### src/rtl/oled_pkg.sv
// Shared definitions for the SSD1331 pixel streamer: FSM states, window
// command bytes, frame geometry and RGB565 colours used by the pixel generators.
package oled_pkg;

  typedef enum logic [2:0] {
    IDLE,
    CMD,
    FETCH,
    PIX_HI,
    PIX_LO,
    GAP
  } state_e;

  localparam int unsigned WIDTH      = 96;
  localparam int unsigned HEIGHT     = 64;
  localparam int unsigned NUM_PIXELS = WIDTH * HEIGHT;

  localparam logic [7:0] CMD_SET_COL = 8'h15;
  localparam logic [7:0] CMD_SET_ROW = 8'h75;
  localparam logic [7:0] COL_END     = 8'h5F;
  localparam logic [7:0] ROW_END     = 8'h3F;

  localparam int unsigned NUM_CMD_BYTES = 6;

  localparam logic [15:0] COLOR_BLACK = 16'h0000;
  localparam logic [15:0] COLOR_WHITE = 16'hFFFF;
  localparam logic [15:0] COLOR_RED   = 16'hF800;
  localparam logic [15:0] COLOR_GREEN = 16'h07E0;
  localparam logic [15:0] COLOR_BLUE  = 16'h001F;

  // Address-window prefix: full column range, then full row range.
  function automatic logic [7:0] window_cmd(input logic [2:0] idx,
                                            input logic [7:0] col_end,
                                            input logic [7:0] row_end);
    logic [7:0] b;
    case (idx)
      3'd0:    b = CMD_SET_COL;
      3'd1:    b = 8'h00;
      3'd2:    b = col_end;
      3'd3:    b = CMD_SET_ROW;
      3'd4:    b = 8'h00;
      default: b = row_end;
    endcase
    return b;
  endfunction

endpackage

### src/rtl/oled_pixel_streamer_spi.sv
// SPI mode-3 byte shifter: MSB first, CLK_DIV clk cycles per SCLK half-period,
// accepts a new byte on the done cycle so bytes run back-to-back.
module spi_byte_tx #(
  parameter int unsigned CLK_DIV = 4
) (
  input  logic       clk,
  input  logic       reset,
  input  logic       start,
  input  logic [7:0] byte_in,
  output logic       sclk,
  output logic       sdin,
  output logic       busy,
  output logic       done
);

  localparam int unsigned   DIV_W    = (CLK_DIV > 1) ? $clog2(CLK_DIV) : 1;
  localparam logic [DIV_W-1:0] DIV_LAST = DIV_W'(CLK_DIV - 1);

  logic [DIV_W-1:0] div_q, div_d;
  logic [2:0]       bit_q, bit_d;
  logic [7:0]       shift_q, shift_d;
  logic             sclk_q, sclk_d;
  logic             sdin_q, sdin_d;
  logic             busy_q, busy_d;
  logic             half_end;

  always_comb begin
    div_d   = div_q;
    bit_d   = bit_q;
    shift_d = shift_q;
    sclk_d  = sclk_q;
    sdin_d  = sdin_q;
    busy_d  = busy_q;

    half_end = (div_q == DIV_LAST);
    done     = busy_q && sclk_q && half_end && (bit_q == 3'd7);

    if (busy_q) begin
      if (half_end) begin
        div_d = '0;
        if (!sclk_q) begin
          sclk_d = 1'b1;
        end else if (bit_q != 3'd7) begin
          sclk_d  = 1'b0;
          bit_d   = bit_q + 3'd1;
          sdin_d  = shift_q[6];
          shift_d = {shift_q[6:0], 1'b0};
        end else begin
          busy_d = 1'b0;
        end
      end else begin
        div_d = div_q + 1'b1;
      end
    end

    // A start on the done cycle overrides the return to idle.
    if (start) begin
      busy_d  = 1'b1;
      sclk_d  = 1'b0;
      sdin_d  = byte_in[7];
      shift_d = byte_in;
      bit_d   = '0;
      div_d   = '0;
    end
  end

  always_ff @(posedge clk) begin
    if (reset) begin
      div_q   <= '0;
      bit_q   <= '0;
      shift_q <= '0;
      sclk_q  <= 1'b1;
      sdin_q  <= 1'b0;
      busy_q  <= 1'b0;
    end else begin
      div_q   <= div_d;
      bit_q   <= bit_d;
      shift_q <= shift_d;
      sclk_q  <= sclk_d;
      sdin_q  <= sdin_d;
      busy_q  <= busy_d;
    end
  end

  assign sclk = sclk_q;
  assign sdin = sdin_q;
  assign busy = busy_q;

endmodule

### src/rtl/oled_pixel_streamer.sv
// Scans the frame through pixel_index, captures pixel_data after PIXEL_LAT cycles
// and streams window commands plus RGB565 pixels to the SSD1331 over SPI.
module oled_pixel_streamer #(
  parameter int unsigned CLK_DIV   = 4,
  parameter int unsigned PIXEL_LAT = 2,
  parameter int unsigned FRAME_GAP = 16,
  parameter int unsigned WIDTH     = oled_pkg::WIDTH,
  parameter int unsigned HEIGHT    = oled_pkg::HEIGHT
) (
  input  logic        clk,
  input  logic        reset,
  input  logic        enable,
  input  logic [15:0] pixel_data,
  output logic [12:0] pixel_index,
  output logic        frame_begin,
  output logic        sample_pixel,
  output logic        sending_pixels,
  output logic        cs,
  output logic        sclk,
  output logic        sdin,
  output logic        d_cn
);

  import oled_pkg::*;

  localparam int unsigned WAIT_MAX = (PIXEL_LAT > FRAME_GAP) ? PIXEL_LAT : FRAME_GAP;
  localparam int unsigned WAIT_W   = $clog2(WAIT_MAX + 1);
  localparam logic [WAIT_W-1:0] LAT_LAST = WAIT_W'(PIXEL_LAT);
  localparam logic [WAIT_W-1:0] GAP_LAST = WAIT_W'((FRAME_GAP > 0) ? FRAME_GAP - 1 : 0);
  localparam logic [12:0] LAST_INDEX = 13'(WIDTH * HEIGHT - 1);
  localparam logic [7:0]  COL_LAST   = 8'(WIDTH - 1);
  localparam logic [7:0]  ROW_LAST   = 8'(HEIGHT - 1);
  localparam logic [2:0]  CMD_LAST   = 3'(NUM_CMD_BYTES - 1);

  state_e            state_q, state_d;
  logic [2:0]        cmd_idx_q, cmd_idx_d;
  logic [12:0]       pix_idx_q, pix_idx_d;
  logic [WAIT_W-1:0] wait_q, wait_d;
  logic [7:0]        lo_byte_q, lo_byte_d;
  logic              frame_begin_q, frame_begin_d;
  logic              sample_pixel_q, sample_pixel_d;

  logic       tx_start;
  logic [7:0] tx_byte;
  logic       tx_busy;
  logic       tx_done;
  logic       launch;

  spi_byte_tx #(
    .CLK_DIV (CLK_DIV)
  ) u_tx (
    .clk     (clk),
    .reset   (reset),
    .start   (tx_start),
    .byte_in (tx_byte),
    .sclk    (sclk),
    .sdin    (sdin),
    .busy    (tx_busy),
    .done    (tx_done)
  );

  always_comb begin
    state_d        = state_q;
    cmd_idx_d      = cmd_idx_q;
    pix_idx_d      = pix_idx_q;
    wait_d         = wait_q;
    lo_byte_d      = lo_byte_q;
    frame_begin_d  = 1'b0;
    sample_pixel_d = 1'b0;
    tx_start       = 1'b0;
    tx_byte        = lo_byte_q;
    launch         = 1'b0;

    unique case (state_q)
      IDLE: launch = enable;

      CMD: begin
        if (tx_done) begin
          if (cmd_idx_q == CMD_LAST) begin
            state_d        = FETCH;
            pix_idx_d      = '0;
            sample_pixel_d = 1'b1;
            wait_d         = '0;
          end else begin
            cmd_idx_d = cmd_idx_q + 3'd1;
            tx_start  = 1'b1;
            tx_byte   = window_cmd(cmd_idx_q + 3'd1, COL_LAST, ROW_LAST);
          end
        end
      end

      // The high byte goes straight from pixel_data so it is only sampled here.
      FETCH: begin
        if (wait_q == LAT_LAST && !tx_busy) begin
          lo_byte_d = pixel_data[7:0];
          tx_start  = 1'b1;
          tx_byte   = pixel_data[15:8];
          state_d   = PIX_HI;
        end else begin
          wait_d = wait_q + 1'b1;
        end
      end

      PIX_HI: begin
        if (tx_done) begin
          tx_start = 1'b1;
          tx_byte  = lo_byte_q;
          state_d  = PIX_LO;
        end
      end

      PIX_LO: begin
        if (tx_done) begin
          wait_d = '0;
          if (pix_idx_q < LAST_INDEX) begin
            pix_idx_d      = pix_idx_q + 13'd1;
            sample_pixel_d = 1'b1;
            state_d        = FETCH;
          end else begin
            state_d = GAP;
          end
        end
      end

      GAP: begin
        if (wait_q == GAP_LAST) begin
          if (enable) begin
            launch = 1'b1;
          end else begin
            state_d = IDLE;
          end
        end else begin
          wait_d = wait_q + 1'b1;
        end
      end

      default: state_d = IDLE;
    endcase

    if (launch) begin
      state_d       = CMD;
      cmd_idx_d     = '0;
      frame_begin_d = 1'b1;
      tx_start      = 1'b1;
      tx_byte       = window_cmd(3'd0, COL_LAST, ROW_LAST);
    end
  end

  always_ff @(posedge clk) begin
    if (reset) begin
      state_q        <= IDLE;
      cmd_idx_q      <= '0;
      pix_idx_q      <= '0;
      wait_q         <= '0;
      lo_byte_q      <= '0;
      frame_begin_q  <= 1'b0;
      sample_pixel_q <= 1'b0;
    end else begin
      state_q        <= state_d;
      cmd_idx_q      <= cmd_idx_d;
      pix_idx_q      <= pix_idx_d;
      wait_q         <= wait_d;
      lo_byte_q      <= lo_byte_d;
      frame_begin_q  <= frame_begin_d;
      sample_pixel_q <= sample_pixel_d;
    end
  end

  assign pixel_index    = pix_idx_q;
  assign frame_begin    = frame_begin_q;
  assign sample_pixel   = sample_pixel_q;
  assign sending_pixels = state_q inside {FETCH, PIX_HI, PIX_LO};
  assign d_cn           = sending_pixels;
  assign cs             = (state_q == IDLE) || (state_q == GAP);

endmodule
### config.mk
export PLATFORM = sky130hd
export DESIGN_NAME = oled_pixel_streamer
export DESIGN_NICKNAME = d
export VERILOG_FILES = /design/src/rtl/oled_pkg.sv /design/src/rtl/oled_pixel_streamer_spi.sv /design/src/rtl/oled_pixel_streamer.sv
export SDC_FILE = /design/constraint.sdc
export NUM_CORES = 1
export LEC_CHECK = 0
export BUFFER_PORTS_ARGS = -buffer_cell sky130_fd_sc_hd__buf_2
export CORE_ASPECT_RATIO = 2
export CORE_MARGIN = 10
export CORE_UTILIZATION = 51
export CTS_CLUSTER_SIZE = 20
export DETAILED_ROUTE_END_ITERATION = 8
export PLACE_DENSITY = 0.75
export RECOVER_POWER = 100
export SLEW_MARGIN = 30
export SYNTH_ARGS = -nofsm -noshare
export SYNTH_HDL_FRONTEND = slang
export SYNTH_SLANG_ARGS = --single-unit
### constraint.sdc
create_clock -name clk -period 1.9 [get_ports clk]
set_input_delay 0.285 -clock clk [delete_from_list [all_inputs] [get_ports clk]]
set_output_delay 0.285 -clock clk [all_outputs]
set_load 0.05 [all_outputs]
* Word level (Yosys, flattened, before mapping)
Index checks and enable logic that the tools add are counted.
Cells by class: add/subtract/negate cells 5, multiplexer cells 63, eq/ne operators 33, magnitude comparators 1, reduce and logical (&&, ||, !) cells 27, bitwise operators 2
Operator list (count):
- $mux 13 | 4
- $mux 7 | 5
- $mux 8 | 4
- $mux 1 | 28
- $pmux 7 s4 | 1
- $pmux 13 s2 | 1
- $mux 5 | 5
- $mux 3 | 8
- $ne 3x3->1 const B | 8
- $ne 2x2->1 const B | 11
- $pmux 5 s4 | 1
- $pmux 3 s6 | 1
- $pmux 8 s2 | 1
- $reduce_and 8->1 | 2
- $eq 3x3->1 const B | 5
- $add 13x1->13 const B | 1
- $lt 13x13->1 const B | 1
- $eq 3x2->1 const B | 4
- $reduce_bool 2->1 | 5
- $reduce_and 4->1 | 2
- $add 3x1->3 const B | 2
- $eq 3x1->1 const B | 2
- $logic_not 3->1 | 2
- $reduce_and 6->1 | 1
- other kinds (18) | 26
Word-level totals: logic and storage cells 145, register bits 49, bits of input ports 19, output and inout port bits 20

* Longest topological paths before layout
depth after elaboration 9, mapped depth 10, depth with buffers taken out 9

* Cells and area by module
A second synthesis with hierarchy kept.
Second synthesis, totals: cell total of the unflattened synthesis 350, area total of the unflattened synthesis 2889.0 um^2
By module, submodules not included:
- oled_pixel_streamer | times used 1, area each 2159.6 um^2, cells an instance 276, seq. area each 680.7 um^2
- spi_byte_tx | times used 1, area each 729.4 um^2, cells an instance 74, seq. area each 300.3 um^2

* Worst setup path before layout
No wires, ideal clock.
path type reg-to-reg, start reg u_tx.sclk_q, in the netlist u_tx.sclk, end reg u_tx.sdin_q, in the netlist u_tx.sdin, setup time 0.147 ns, arrival time 2.157 ns, stages on the path, launching flop included 7, period minus slack after synthesis 2.304 ns, path slack -0.404 ns, path buffers 0, data required time 1.753 ns, cells stage by stage dfxtp_1 nand4_1 nor3_2 nor2_1 a22o_1 o21ai_0 a311oi_1
Between the ends: longest elaborated chain between the ends 8, elaborated cells between the ends (all ways) 16, those cells by class mux (8); reduce/logical (8)
Ends and longest elaborated chain:
- from (decl) | line oled_pixel_streamer_spi.sv:22 | logic sclk_q, sclk_d;
- from (signal assigned) | line oled_pixel_streamer_spi.sv:79 | sclk_q <= sclk_d;
- $logic_and 1x1->1 (3 in series) | line oled_pixel_streamer_spi.sv:36 | done = busy_q && sclk_q && half_end && (bit_q == 3'd7);
- $mux 1 (on tied branches) | line oled_pixel_streamer.sv:105, oled_pixel_streamer.sv:78
- $pmux 1 s3 | line oled_pixel_streamer.sv:74 | unique case (state_q)
- $mux 1 | line oled_pixel_streamer.sv:140 | if (launch) begin
- $reduce_bool 2->1 (no source line)
- $reduce_and 4->1 (no source line)
- to (signal assigned) | line oled_pixel_streamer_spi.sv:80 | sdin_q <= sdin_d;
- to (decl) | line oled_pixel_streamer_spi.sv:23 | logic sdin_q, sdin_d;
Several ways; a longest one is shown, not always the timed one. A chain may end at the register's enable or synchronous reset.

* Worst setup path after layout
start reg wait_q[0], end reg u_tx.sclk_q, in the netlist u_tx.sclk
Between the ends: longest elaborated chain between the ends 7, elaborated cells between the ends (all ways) 12, those cells by class eq/ne (2); mux (6); reduce/logical (4)
Ends and longest elaborated chain:
- from (decl) | line oled_pixel_streamer.sv:38 | logic [WAIT_W-1:0] wait_q, wait_d;
- from (signal assigned) | line oled_pixel_streamer.sv:162 | wait_q <= wait_d;
- $eq 5x2->1 | line oled_pixel_streamer.sv:94 | if (wait_q == LAT_LAST && !tx_busy) begin
- $logic_and 1x1->1 | line oled_pixel_streamer.sv:94
- $mux 1 | line oled_pixel_streamer.sv:94
- $pmux 1 s3 | line oled_pixel_streamer.sv:74
- $mux 1 * | line oled_pixel_streamer.sv:140
- $reduce_bool 2->1 (no source line)
- $reduce_and 2->1 (no source line)
Mark *: on every way between the ends. The rest lies on a longest branch, timed or not.

==> flow_summary.yaml <==
status:
  status: "complete, but fails checks"
  violations: "setup timing"
worst_setup_path:
  ff2ff_setup_slack_ps: -150
  critPathLaunch: "wait_q[0]"
  r2r_start: "wait_q[0]"
  crit_arrival_ps: 2250
  slowest_stage: "or4b_4"
  startpoint_type: "register"
  crit_path_max_fanout: 7
  endpoint_kind: "register"
  crit_chain: "inv_2 > ha_1 > or4b_4 > nand2b_4 > o21a_4 > o32ai_4 > nor2_4 > a31o_2"
  slowest_delay_ps: 460
  required_ps: 2100
  worstSetupPathType: "reg2reg"
clock_network:
  cts-root-buf: "clkbuf_8"
  h-tree-depth: 2
  clock_sinks: 49
  tritoncts: "yes"
  cts_buffer_depth: 2
  cts_made_buffers: 5
  clk_latency_ps: 310
  holdBufCountCts: 0
  clk_pin_slew_ps: 80
synth:
  synthesis.nets: 330
  syn_area_um2: 2620
  synth.avg_cell_area_um2: 8.72
  synth_ff_type: "dfxtp_1"
  ys_top_cells_by_area: "dfxtp_1 37%, nand2_1 5.3%, ha_1 5.3%, nor2_1 5.2%, mux2i_1 4.6%"
  synth-seq-area-share_pct: 37.5
  async_reset_ff_share_pct: 0
  synth_edf_count: 0
  synth.top_cell.area_share_pct: 37.5
  yosys.area.top_type: "dfxtp_1"
  synthCells: 300
  ys_types: 58
  synth_seq_cells: 49
  ys_warn_count: 0
route:
  drc: 0
  drtIter0Drc: 128
  wl_per_cell_um: 16.2
  viasPerCell: 5.70
  vias: 2549
  drt_first_pass_iters: 4
  wirelength_mm: 7.25
  ant_nets: 0
cells_and_area:
  syn_to_final_growth_pct: 40.3
  multi_input_area_um2: 1830
  nFillCells: 339
  drive_above_1_share_pct: 42.6
  final_cell_mix: "46 x buf_4, 34 x nand2_1, 30 x dfxtp_1"
  fin_cells: 447
  fin_util_pct: 74.8
  final_common_cell: "buf_4"
  nets: 419
  n_antenna_cell: 0
  seqCellArea_um2: 1010
placed_design:
  routabilityCongestion: 0.847
  dp_cells: 420
  port_buffers: 38
  dp_slack_ps: -186
  dp_hpwl_mm: 5.17
global_routing:
  antenna_found_initial: 0
  first_global_vias: 2604
  overflow: 0
  grt_use_total_pct: 15.9
  grt_pass1_wl_mm: 11.4
  grt_max_degree: 27
pwr:
  ir_drop_mv: 0.819
  pwr-share-seq_pct: 57.6
  p_switching_mw: 0.451
  clkPwrFrac_pct: 32.7
  p_sw_share_pct: 24.7
  p_comb_share_pct: 9.7
  p_leak_nw: 1.45
  powerDensity_nw_per_um2: 496
  p_int_mw: 1.37
die:
  ios: 39
  die_width_um: 70.6
  std_cell_rows: 36
  dieHeight_um: 121
  start_util_pct: 53.3
  core_um2: 4910
  die_area_um2: 8570
hold_path:
  hold_class: "in2reg"
  hp-start: "pixel_data[4]"
sta:
  rsz0062_at_grt: "true"
  post-route-period-util_pct: 108
  period_needed_ps: 2050
  slew_headroom_pct: 59.4
  whs_ps: 209
  setup_viol: 26
  skew_ps: 7.07
  fin_ws_ps: -147
  fmax_mhz: 489
  tightest_slew_ps: 612
  slew_violations: 0
  hold_viol_final: 0
job:
  cap_violations: 0
==> through the flow <==
stage               total power, mW  cell area [um^2]  setup TNS (ps)
finish                         1.82              3670           -1360
CTS                            1.83              3410           -1130
floorplan                      1.17              2750            -275
global route                   1.88              3670           -4610
global placement               1.23              3240           -1070
detailed placement             1.23              3240           -2640
==> path summary, 6_finish.rpt <==
path,endpoint,cells past startpoint
hold reg to reg,lo_byte_q[1],2
setup reg to reg,u_tx.sclk,8
setup / recovery,u_tx.sclk,8
hold / removal,lo_byte_q[4],3
==> routing by layer <==
| metal | global-route usage [%] | vias to the layer above | part of all wire (%) |
|---|---|---|---|
| li1 | - | 1247 | - |
| met1 | 13.9 | 1229 | 36 |
| met2 | 31.9 | 58 | 58 |
| met3 | 4.18 | 15 | 4.1 |
| met4 | 6.81 | 0 | 2.2 |
| met5 | 0 | - | 0 |
==> power by group through the flow <==
stage	Clock, mW	Combinational (mW)	Sequential (mW)
5_1_grt	0.643	0.189	1.05
4_1_cts	0.615	0.168	1.05
6_report	0.595	0.177	1.05
2_1_floorplan	0	0.0848	1.09
3_3_place_gp	0	0.154	1.07
3_5_place_dp	0	0.158	1.07
==> logic make-up (layout without fill, tap and decap cells) <==
logic type      after synthesis  in the layout  synth area share [%]
mux                          13             13                  5.02
flops                        49             49                  37.5
compound gates               60             60                  17.2
fa+ha+maj                    11             11                  5.26
simple gates                130            131                  25.8
buf+inv                      20            109                  3.49
xor+xnor                     17             17                  5.69
==> sequential cells by signal, indices dropped and copies added, names as in the netlist <==
name and count:
u_tx.sclk 1, u_tx.sdin 1, cmd_idx_q 3, lo_byte_q 8
u_tx.div_q 2, u_tx.busy 1, frame_begin 1, u_tx.bit_q 3
pixel_index 13, state_q 3, sample_pixel 1, wait_q 5
u_tx.shift_q 7
==> final cells by class <==
class                           count  share of cell area (%)
Clock buffer                        8                    2.18
Tap cell                           57                    1.94
Inverter                            6                   0.613
Sequential cell                    49                    27.6
Multi-Input combinational cell    232                    49.9
Timing Repair Buffer               95                    17.8
==> cell usage after synthesis (all sizes together) (3+ instances only) <==
cell and n:
a211oi 5, a21o 3, a21oi 18, a22oi 6, and3 7, buf 8
clkbuf 6, dfxtp 49, ha 11, inv 6, mux2i 12, nand2 37
nand2b 5, nand3 5, nand3b 3, nand4 6, nor2 37, nor2b 4
nor3 8, o21a 3, o21ai 6, or2 4, or3 3, xnor2 5
xor2 12
==> what timing repair did <==
item / CTS / global route
buffers inserted: 2 / 15
gates cloned: 1 / 1
hold endpoints to repair: 0 / 0
pin swaps: 13 / 23
endpoints found under the setup margin: 29 / 47
resized for setup: 20 / 52
==> critical path: cells and delay by family, from the launching register on <==
kind / cells / cell delay, ps
and+or+nand+nor: 3 / 730
AOI/OAI and AO/OA: 3 / 700
DFF: 1 / 340
adders and majority gates: 1 / 120
buffers and inverters: 1 / 50
Note: power is estimated with default switching activity, not from simulation.
